--- src/rtl/ex_muldiv_unit.sv ---
// ex_muldiv_unit: execute-stage multi-cycle multiply/divide with architectural HI/LO registers
// Optional build macro MULDIV_RADIX4_EN: divider retires two quotient bits per cycle (16 iterations).
module ex_muldiv_unit #(
   parameter int MUL_STAGES = 2
) (
   input  logic        clk,
   input  logic        rst,
   input  logic        flush,
   input  logic        op_valid,
   input  logic [5:0]  alu_op,
   input  logic [31:0] src_a,
   input  logic [31:0] src_b,
   output logic        stall,
   output logic        busy,
   output logic        result_valid,
   output logic [31:0] hi,
   output logic [31:0] lo
);
   localparam logic [5:0] ALU_MTHI  = 6'h11;
   localparam logic [5:0] ALU_MTLO  = 6'h13;
   localparam logic [5:0] ALU_MULT  = 6'h18;
   localparam logic [5:0] ALU_MULTU = 6'h19;
   localparam logic [5:0] ALU_DIV   = 6'h1A;
   localparam logic [5:0] ALU_DIVU  = 6'h1B;
`ifdef MULDIV_RADIX4_EN
   localparam logic [31:0] DIV_ITERS = 32'd16;
`else
   localparam logic [31:0] DIV_ITERS = 32'd32;
`endif

   typedef enum logic [1:0] {IDLE, MUL, DIV, DONE} state_t;

   state_t      state;
   logic [31:0] cnt;
   logic [31:0] op_a, op_b, rem, quo;
   logic        signed_op, neg_q, neg_r;
   logic        is_mul, is_div, sdiv;
   logic [31:0] mag_a, mag_b, q_fin, r_fin;
   logic [63:0] ext_a, ext_b, prod, step1, step;

   // one restoring-division step: shift in the next dividend bit, subtract divisor if it fits
   function automatic logic [63:0] div_step(input logic [31:0] r, input logic [31:0] q, input logic [31:0] d);
      logic [32:0] t, diff;
      t    = {r, q[31]};
      diff = t - {1'b0, d};
      return (t >= {1'b0, d}) ? {diff[31:0], q[30:0], 1'b1} : {t[31:0], q[30:0], 1'b0};
   endfunction

   // decode, operand magnitudes, product and next divider state
   always_comb begin
      is_mul = op_valid && !flush && (alu_op == ALU_MULT || alu_op == ALU_MULTU);
      is_div = op_valid && !flush && (alu_op == ALU_DIV || alu_op == ALU_DIVU);
      sdiv   = alu_op == ALU_DIV;
      mag_a  = sdiv && src_a[31] ? -src_a : src_a;
      mag_b  = sdiv && src_b[31] ? -src_b : src_b;
      ext_a  = {{32{signed_op & op_a[31]}}, op_a};
      ext_b  = {{32{signed_op & op_b[31]}}, op_b};
      prod   = ext_a * ext_b;
      step1  = div_step(rem, quo, op_b);
`ifdef MULDIV_RADIX4_EN
      step   = div_step(step1[63:32], step1[31:0], op_b);
`else
      step   = step1;
`endif
      q_fin  = neg_q ? -step[31:0] : step[31:0];
      r_fin  = neg_r ? -step[63:32] : step[63:32];
      stall  = (state == IDLE && (is_mul || is_div)) || state == MUL || state == DIV;
   end

   assign busy         = state != IDLE;
   assign result_valid = state == DONE;

   // sequencing FSM; HI/LO are written only on completion, MTHI/MTLO or divide-by-zero
   always_ff @(posedge clk) begin
      if (rst) begin
         state     <= IDLE;
         cnt       <= '0;
         op_a      <= '0;
         op_b      <= '0;
         rem       <= '0;
         quo       <= '0;
         signed_op <= 1'b0;
         neg_q     <= 1'b0;
         neg_r     <= 1'b0;
         hi        <= '0;
         lo        <= '0;
      end else if (flush) begin
         state <= IDLE;
      end else begin
         case (state)
            IDLE: begin
               if (is_mul) begin
                  op_a      <= src_a;
                  op_b      <= src_b;
                  signed_op <= alu_op == ALU_MULT;
                  cnt       <= 32'(MUL_STAGES);
                  state     <= MUL;
               end else if (is_div && src_b == '0) begin
                  hi    <= src_a;
                  lo    <= '1;
                  state <= DONE;
               end else if (is_div) begin
                  op_b  <= mag_b;
                  quo   <= mag_a;
                  rem   <= '0;
                  neg_q <= sdiv && (src_a[31] ^ src_b[31]);
                  neg_r <= sdiv && src_a[31];
                  cnt   <= DIV_ITERS;
                  state <= DIV;
               end else if (op_valid && alu_op == ALU_MTHI) begin
                  hi <= src_a;
               end else if (op_valid && alu_op == ALU_MTLO) begin
                  lo <= src_a;
               end
            end
            MUL: begin
               cnt <= cnt - 32'd1;
               if (cnt == 32'd1) begin
                  {hi, lo} <= prod;
                  state    <= DONE;
               end
            end
            DIV: begin
               rem <= step[63:32];
               quo <= step[31:0];
               cnt <= cnt - 32'd1;
               if (cnt == 32'd1) begin
                  lo    <= q_fin;
                  hi    <= r_fin;
                  state <= DONE;
               end
            end
            default: state <= IDLE;
         endcase
      end
   end
endmodule

--- config.mk ---
export PLATFORM = sky130hd
export DESIGN_NAME = ex_muldiv_unit
export DESIGN_NICKNAME = d
export VERILOG_FILES = /design/src/rtl/ex_muldiv_unit.sv
export SDC_FILE = /design/constraint.sdc
export NUM_CORES = 2
export LEC_CHECK = 0
export ABC_AREA = 0
export CORE_MARGIN = 5
export CORE_UTILIZATION = 55
export DETAILED_ROUTE_END_ITERATION = 8
export MAX_ROUTING_LAYER = met4
export PLACE_DENSITY = 0.72
export SKIP_LAST_GASP = 1
export SLEW_MARGIN = 20
export SYNTH_ARGS = -nofsm -noshare
export SYNTH_HDL_FRONTEND = slang
export SYNTH_SLANG_ARGS = --single-unit
--- constraint.sdc ---
create_clock -name clk -period 19.15 [get_ports clk]
set_input_delay 3.83 -clock clk [delete_from_list [all_inputs] [get_ports clk]]
set_output_delay 3.83 -clock clk [all_outputs]
set_load 0.03 [all_outputs]
* Word-level counts from Yosys, hierarchy flattened
Cells that the tools add are included.
** Word-level totals
- Register bits after elaboration :: 229
- Bits of input ports :: 74
** Operators by class
- $add $sub $neg :: 6
- $mul :: 1
- $lt $le $gt $ge :: 1
- Equal/unequal tests :: 24
- Muxes and demuxes :: 40
- Bitwise logic cells :: 6
- Reduce and logical (&&, ||, !) cells :: 33
** Operators with widths (number)
- 32-bit 2-to-1 mux :: 29
- 32-bit case mux with 2 select lines :: 3
- 32-bit case mux with 3 select lines :: 2
- 32-bit negation :: 4
- 33-bit by 33-bit multiplier with 64-bit output :: 1
- 64-bit 2-to-1 mux :: 1
- 6-bit by 5-bit equality test with 1-bit output (second input constant) :: 6
- 33-bit by 32-bit >= comparator with 1-bit output :: 1
- 32-bit by 1-bit equality test with 1-bit output (second input constant) :: 1
- 32-bit zero test :: 1
- 32-bit by 1-bit subtractor with 32-bit output (second input constant) :: 1
- 32-bit subtractor :: 1
- 1-bit logical AND :: 10
- 5-bit AND reduction :: 2
- 3-bit inequality test (second input constant) :: 3
- 2-bit 2-to-1 mux :: 4
- 2-bit inequality test (second input constant) :: 4
- 4-bit AND reduction :: 2
- 8-bit AND reduction :: 1
- 2-bit nonzero test :: 4
- 7-bit AND reduction :: 1
- 2-bit by 1-bit inequality test with 1-bit output (second input constant) :: 3
- 3-bit by 1-bit inequality test with 1-bit output (second input constant) :: 2
- 1-bit logical OR :: 5
- 14 further kinds :: 19

* Logic depth before layout (Yosys ltp)
- Word-level depth :: 8
- Mapped depth :: 32

* Worst setup path before layout
No wires, ideal clock.
- Path kind :: input -> output
- From :: in alu_op[5]
- To :: out stall
- Data arrival time :: 4.727 ns
- Data required time :: 15.320 ns
- Path slack :: 10.593 ns
- Stages on the path :: 4
- Cells stage by stage :: nand4bb_1 -> nor3b_1 -> nand2_1 -> nand2_1
** On the way
- Cells in the longest elaborated chain, start to end :: 7
- Elaborated cells between the ends (all ways) :: 12
- Those cells by class :: 4 x eq/ne; 8 x reduce/logical
** Ends and longest elaborated chain
- start: declaration :: RTL line 10 : input logic [5:0] alu_op,
- 6-bit by 5-bit equality test with 1-bit output (on tied branches) :: RTL line 51, 52
- 1-bit logical OR (on tied branches) :: RTL line 51, 52
- 1-bit logical AND (on tied branches) :: RTL line 51, 52
- 1-bit logical OR (*) :: RTL line 67 : stall = (state == IDLE && (is_mul || is_div)) || state == MUL || state == DIV;
- 1-bit logical AND (*) :: RTL line 67
- 1-bit logical OR (*) (2 in a row) :: RTL line 67
- end: declaration :: RTL line 13 : output logic stall,
Mark *: on every way between the ends. The rest lies on a longest branch, timed or not.

* Worst setup path after layout
Ends and elaborated chain as after synthesis.

==> results.txt <==
* Result of the run: complete, no violations
* Top layer reached by signal wires: met4
- Detailed Place HPWL: 121 mm
- Hold-fix buffers at CTS: 0
- For the worst flop-to-flop path, the logic depth is 28.
* Setup Viol. Count Final: 0
- Number of standard cells in the layout, taps in and fillers out: 7462
- A synthesized cell averages 8.43 um^2.
- The share of total power dissipated in combinational logic is 0.184.
- In this run the worst hold path is classified as reg2reg.
- Counting flops and latches in the post-synthesis netlist gives 229.
* Required time at the worst-slack endpoint: 15.32 ns
- After detailed routing, the number of vias per cell comes to 5.74.
- Switch share: 0.309
- Number of cells on the worst hold path: 2
- Routed wire length per instance: 20.4 um
* Signed area change from the synthesized netlist to the final layout: 5.86%
- TritonCTS built the clock tree.
- The synthesized netlist occupies a cell area of 53100 um^2.
- Detailed-route via count: 42816
- Once layout is complete, the utilization of the core stands at 0.584.
- Clock skew on the completed layout was measured at 0.0150 ns.
- Arr. time, crit path: 5.93 ns
- Part of the total power dissipated in sequential elements: 0.379
* Final standard cell area without fillers: 56300 um^2
- The worst path in the final design needs a cycle of 9.76 ns, including I/O delays and setup.
* Number of library cell types mapped by synthesis: 96
* Reg2Reg Launch Point: signed_op
- Detailed routing placed a total of 11.2 mm of wire on met3.
* TritonCTS Buffers: 26
- Of the available clock period, the critical path in the final layout requires 0.510.
- Switching Power: 0.393 mW
- Htree depth: 1
- After routing, the total negative slack on setup checks comes to 0 ns.
- The floorplan has 114 rows.
- For this design the top-level I/O count stands at 141.
* Count of port buffers added during placement: 140
- Area post-placement: 55300 um^2
* Cell type with the largest total area after synthesis: sky130_fd_sc_hd__fa_1
* Number of DRC markers in iteration 0: 3674
- Endpoint of the most critical setup path: stall
- Number of synthesized flops with an enable pin: 0
- At the pin with the least slew margin, the transition time is 1.06 ns.
- The first global-routing pass estimated 245 mm of wire.
* Largest net degree at the start of global routing: 80
* Total of cells resized after clock tree synthesis: 0
- Async S/R FF share, synth: 0
- Hold violation total from the final report: 0
- After floorplanning, the core was sized to cover 96300 um^2.
* Total of warnings raised by yosys: 0
* Register-to-register setup slack: 9.51 ns
- Area of the die: 103000 um^2
* Met1 Routed Length: 60.1 mm
- The most critical setup path has its startpoint at alu_op[5].
- Fraction of final layout cells sized beyond drive strength 1: 0.0337
- Worst hold slack: 0.452 ns
* DR WL met2: 73.5 mm
- The worst-case IR drop observed on VDD is 60.3 uV.
- Maximum fanout count along the critical path: 4
- Total detailed-routing wirelength: 152 mm
- Top flip-flop cell by instance count after synthesis: sky130_fd_sc_hd__dfxtp_1
* Clock Tree Buf Depth: 3
* Chip width: 321 um
* Root buffer cell: sky130_fd_sc_hd__clkbuf_16
* Worst-case headroom to the max-slew limit: 0.290
* Post-route DRC violation count: 0
* Overall Global Routing Usage: 0.307
- Power per Cell Area: 22.7 nW/um^2
* Startpoint type of the worst setup path: input pin
* Portion of total power attributed to the clock network: 0.437
- Internal: 0.881 mW
- After the last flow step, the layout net total stands at 7615.
* Die Ht: 321 um
- The count of nets left with antenna violations once routing finished came out at 0.
- The congestion estimate from routability-driven global placement came to 0.990.
- Post-CTS timing repair inserted 0 buffers for setup.
* Number of placed cells counting well taps: 7409
* Number of nets in the synthesized netlist: 7758
- Of the synthesized area, sequential elements account for 0.0863.
* Type of element capturing the critical path: primary output
- The via count of the first global-routing pass was 44200.
* RSZ-0062 raised after global routing: false
- In this run the critical register-to-register path is captured at hi[30].
* Number of antenna violations at the first check in global routing: 5
* Clock-pin slew reported for the worst setup and hold paths after clock tree synthesis: 0.06 ns
- Gate count of the mapped netlist: 6304
* Max Cap Viol: 0
* Num Clock Sinks: 229
* Total of fill cells in the finished design: 8642
- The total count of max-transition violations in the final report is 0.
* Static Leak: 26.0 nW
* Gr ovfl total: 0
- For this run, the top clock speed supported by timing is 0.102 GHz.
* Synth top area share: 0.424
* Top cells by area, synth: sky130_fd_sc_hd__fa_1, sky130_fd_sc_hd__dfxtp_1, sky130_fd_sc_hd__inv_1
- Clock network latency to the later pin of the worst-skew pair: 0.57 ns
- The first detailed-routing pass took 6 iterations.
* Initial Utilization: 0.552
- CP Class: in2out
-- cell usage in the layout (no fill, tap or decap), drive strengths merged, types with 27 or more instances in the layout --
master / instances
a21oi: 293
dfxtp: 229
and3: 36
o21ai: 138
clkdlybuf4s50: 139
nor2: 287
and2: 355
nand2: 1046
a31oi: 36
fa: 1126
buf: 88
nor3: 96
xor2: 87
a211oi: 66
ha: 254
xnor2: 150
nor4: 39
a21o: 44
inv: 1208
nand3: 59
a221oi: 27
clkbuf: 31
-- critical path, stage by stage --
cell and delay [ns]:
sky130_fd_sc_hd__clkdlybuf4s50_1 0.41, sky130_fd_sc_hd__nand4bb_1 0.24, sky130_fd_sc_hd__nor3b_1 0.43, sky130_fd_sc_hd__nand2_1 0.22, sky130_fd_sc_hd__nand2_1 0.11, sky130_fd_sc_hd__clkdlybuf4s50_1 0.67
-- stage by stage --
step / total power [mW] / setup slack, ns
3_3_place_gp: 0.720 / 9.48
5_1_grt: 1.31 / 8.94
6_report: 1.27 / 9.39
3_5_place_dp: 0.721 / 9.40
2_1_floorplan: 0.638 / 10.59
4_1_cts: 1.27 / 9.38
-- synth_stat cells, types with 14 or more instances --
cell                       number
sky130_fd_sc_hd__inv_1       1205
sky130_fd_sc_hd__fa_1        1126
sky130_fd_sc_hd__nand2_1     1045
sky130_fd_sc_hd__clkbuf_1     366
sky130_fd_sc_hd__and2_1       354
sky130_fd_sc_hd__a21oi_1      290
sky130_fd_sc_hd__nor2_1       287
sky130_fd_sc_hd__ha_1         254
sky130_fd_sc_hd__dfxtp_1      229
sky130_fd_sc_hd__xnor2_1      150
sky130_fd_sc_hd__o21ai_0      126
sky130_fd_sc_hd__nor3_1        95
sky130_fd_sc_hd__xor2_1        87
sky130_fd_sc_hd__a211oi_1      62
sky130_fd_sc_hd__nand3_1       59
sky130_fd_sc_hd__a21o_1        44
sky130_fd_sc_hd__and3_1        36
sky130_fd_sc_hd__nor4_1        35
sky130_fd_sc_hd__a31oi_1       34
sky130_fd_sc_hd__a221oi_1      27
sky130_fd_sc_hd__nand2b_1      25
sky130_fd_sc_hd__o31ai_1       25
sky130_fd_sc_hd__o211ai_1      24
sky130_fd_sc_hd__or3_1         23
sky130_fd_sc_hd__buf_2         21
sky130_fd_sc_hd__nand4_1       19
sky130_fd_sc_hd__o21bai_1      16
sky130_fd_sc_hd__mux2i_1       14
sky130_fd_sc_hd__o41ai_1       14
-- power by group through the flow --
stage	clock network, mW	logic, mW	registers (mW)
floorplan	0	0.145	0.493
global placement	0	0.227	0.493
detailed placement	0	0.227	0.493
CTS	0.559	0.229	0.482
global route	0.578	0.250	0.483
finish	0.557	0.235	0.482
-- sequential cells by signal, summed over array words and instances (netlist names) --
register,flops
cnt,32
hi,32
lo,32
neg_q,1
neg_r,1
op_a,32
op_b,32
quo,32
rem,32
signed_op,1
state,2
-- final cells by class --
cell class | count | area, um^2 | share of cell area
repair buffers | 227 | 2060 | 0.0365
diodes | 5 | 12.5 | 0.000222
clock inverters | 17 | 208 | 0.00369
multi-input cells | 4469 | 42500 | 0.756
inverters | 1208 | 4530 | 0.0806
well taps | 1276 | 1600 | 0.0284
flip-flops and latches | 229 | 4590 | 0.0816
clock buffers | 31 | 721 | 0.0128
-- how the worst min path moves through the flow --
stage / from / end / slack [ns]
finish: lo[28] / lo[28] / 0.45
global route: hi[13] / hi[13] / 0.47
CTS: op_a[9] / op_a[9] / 0.46
detailed placement: op_a[9] / op_a[9] / 0.45
global placement: neg_q / neg_q / 0.44
floorplan: rem[31] / rem[31] / 0.44
-- kinds of logic (layout without fill, tap and decap cells) --
kind of cell | count (synthesis) | count (layout) | share of synthesized area
multiplexers | 17 | 17 | 0.00327
flip-flops | 229 | 229 | 0.0863
AO/OA/AOI/OAI | 778 | 778 | 0.0945
AND/OR/NAND/NOR | 2057 | 2057 | 0.179
buffers and inverters | 1606 | 1483 | 0.114
adder cells (fa/ha/maj) | 1380 | 1380 | 0.484
XOR/XNOR | 237 | 237 | 0.0391
other | 0 | 5 | 0
-- routing by layer --
metal  up-vias  GRT usage
met1     21624      0.397
met4         0      0.114
met3       374     0.0354
met2      1843      0.505
met5         -          -
li1      18975          -
Note: power is estimated with default switching activity, not from simulation.
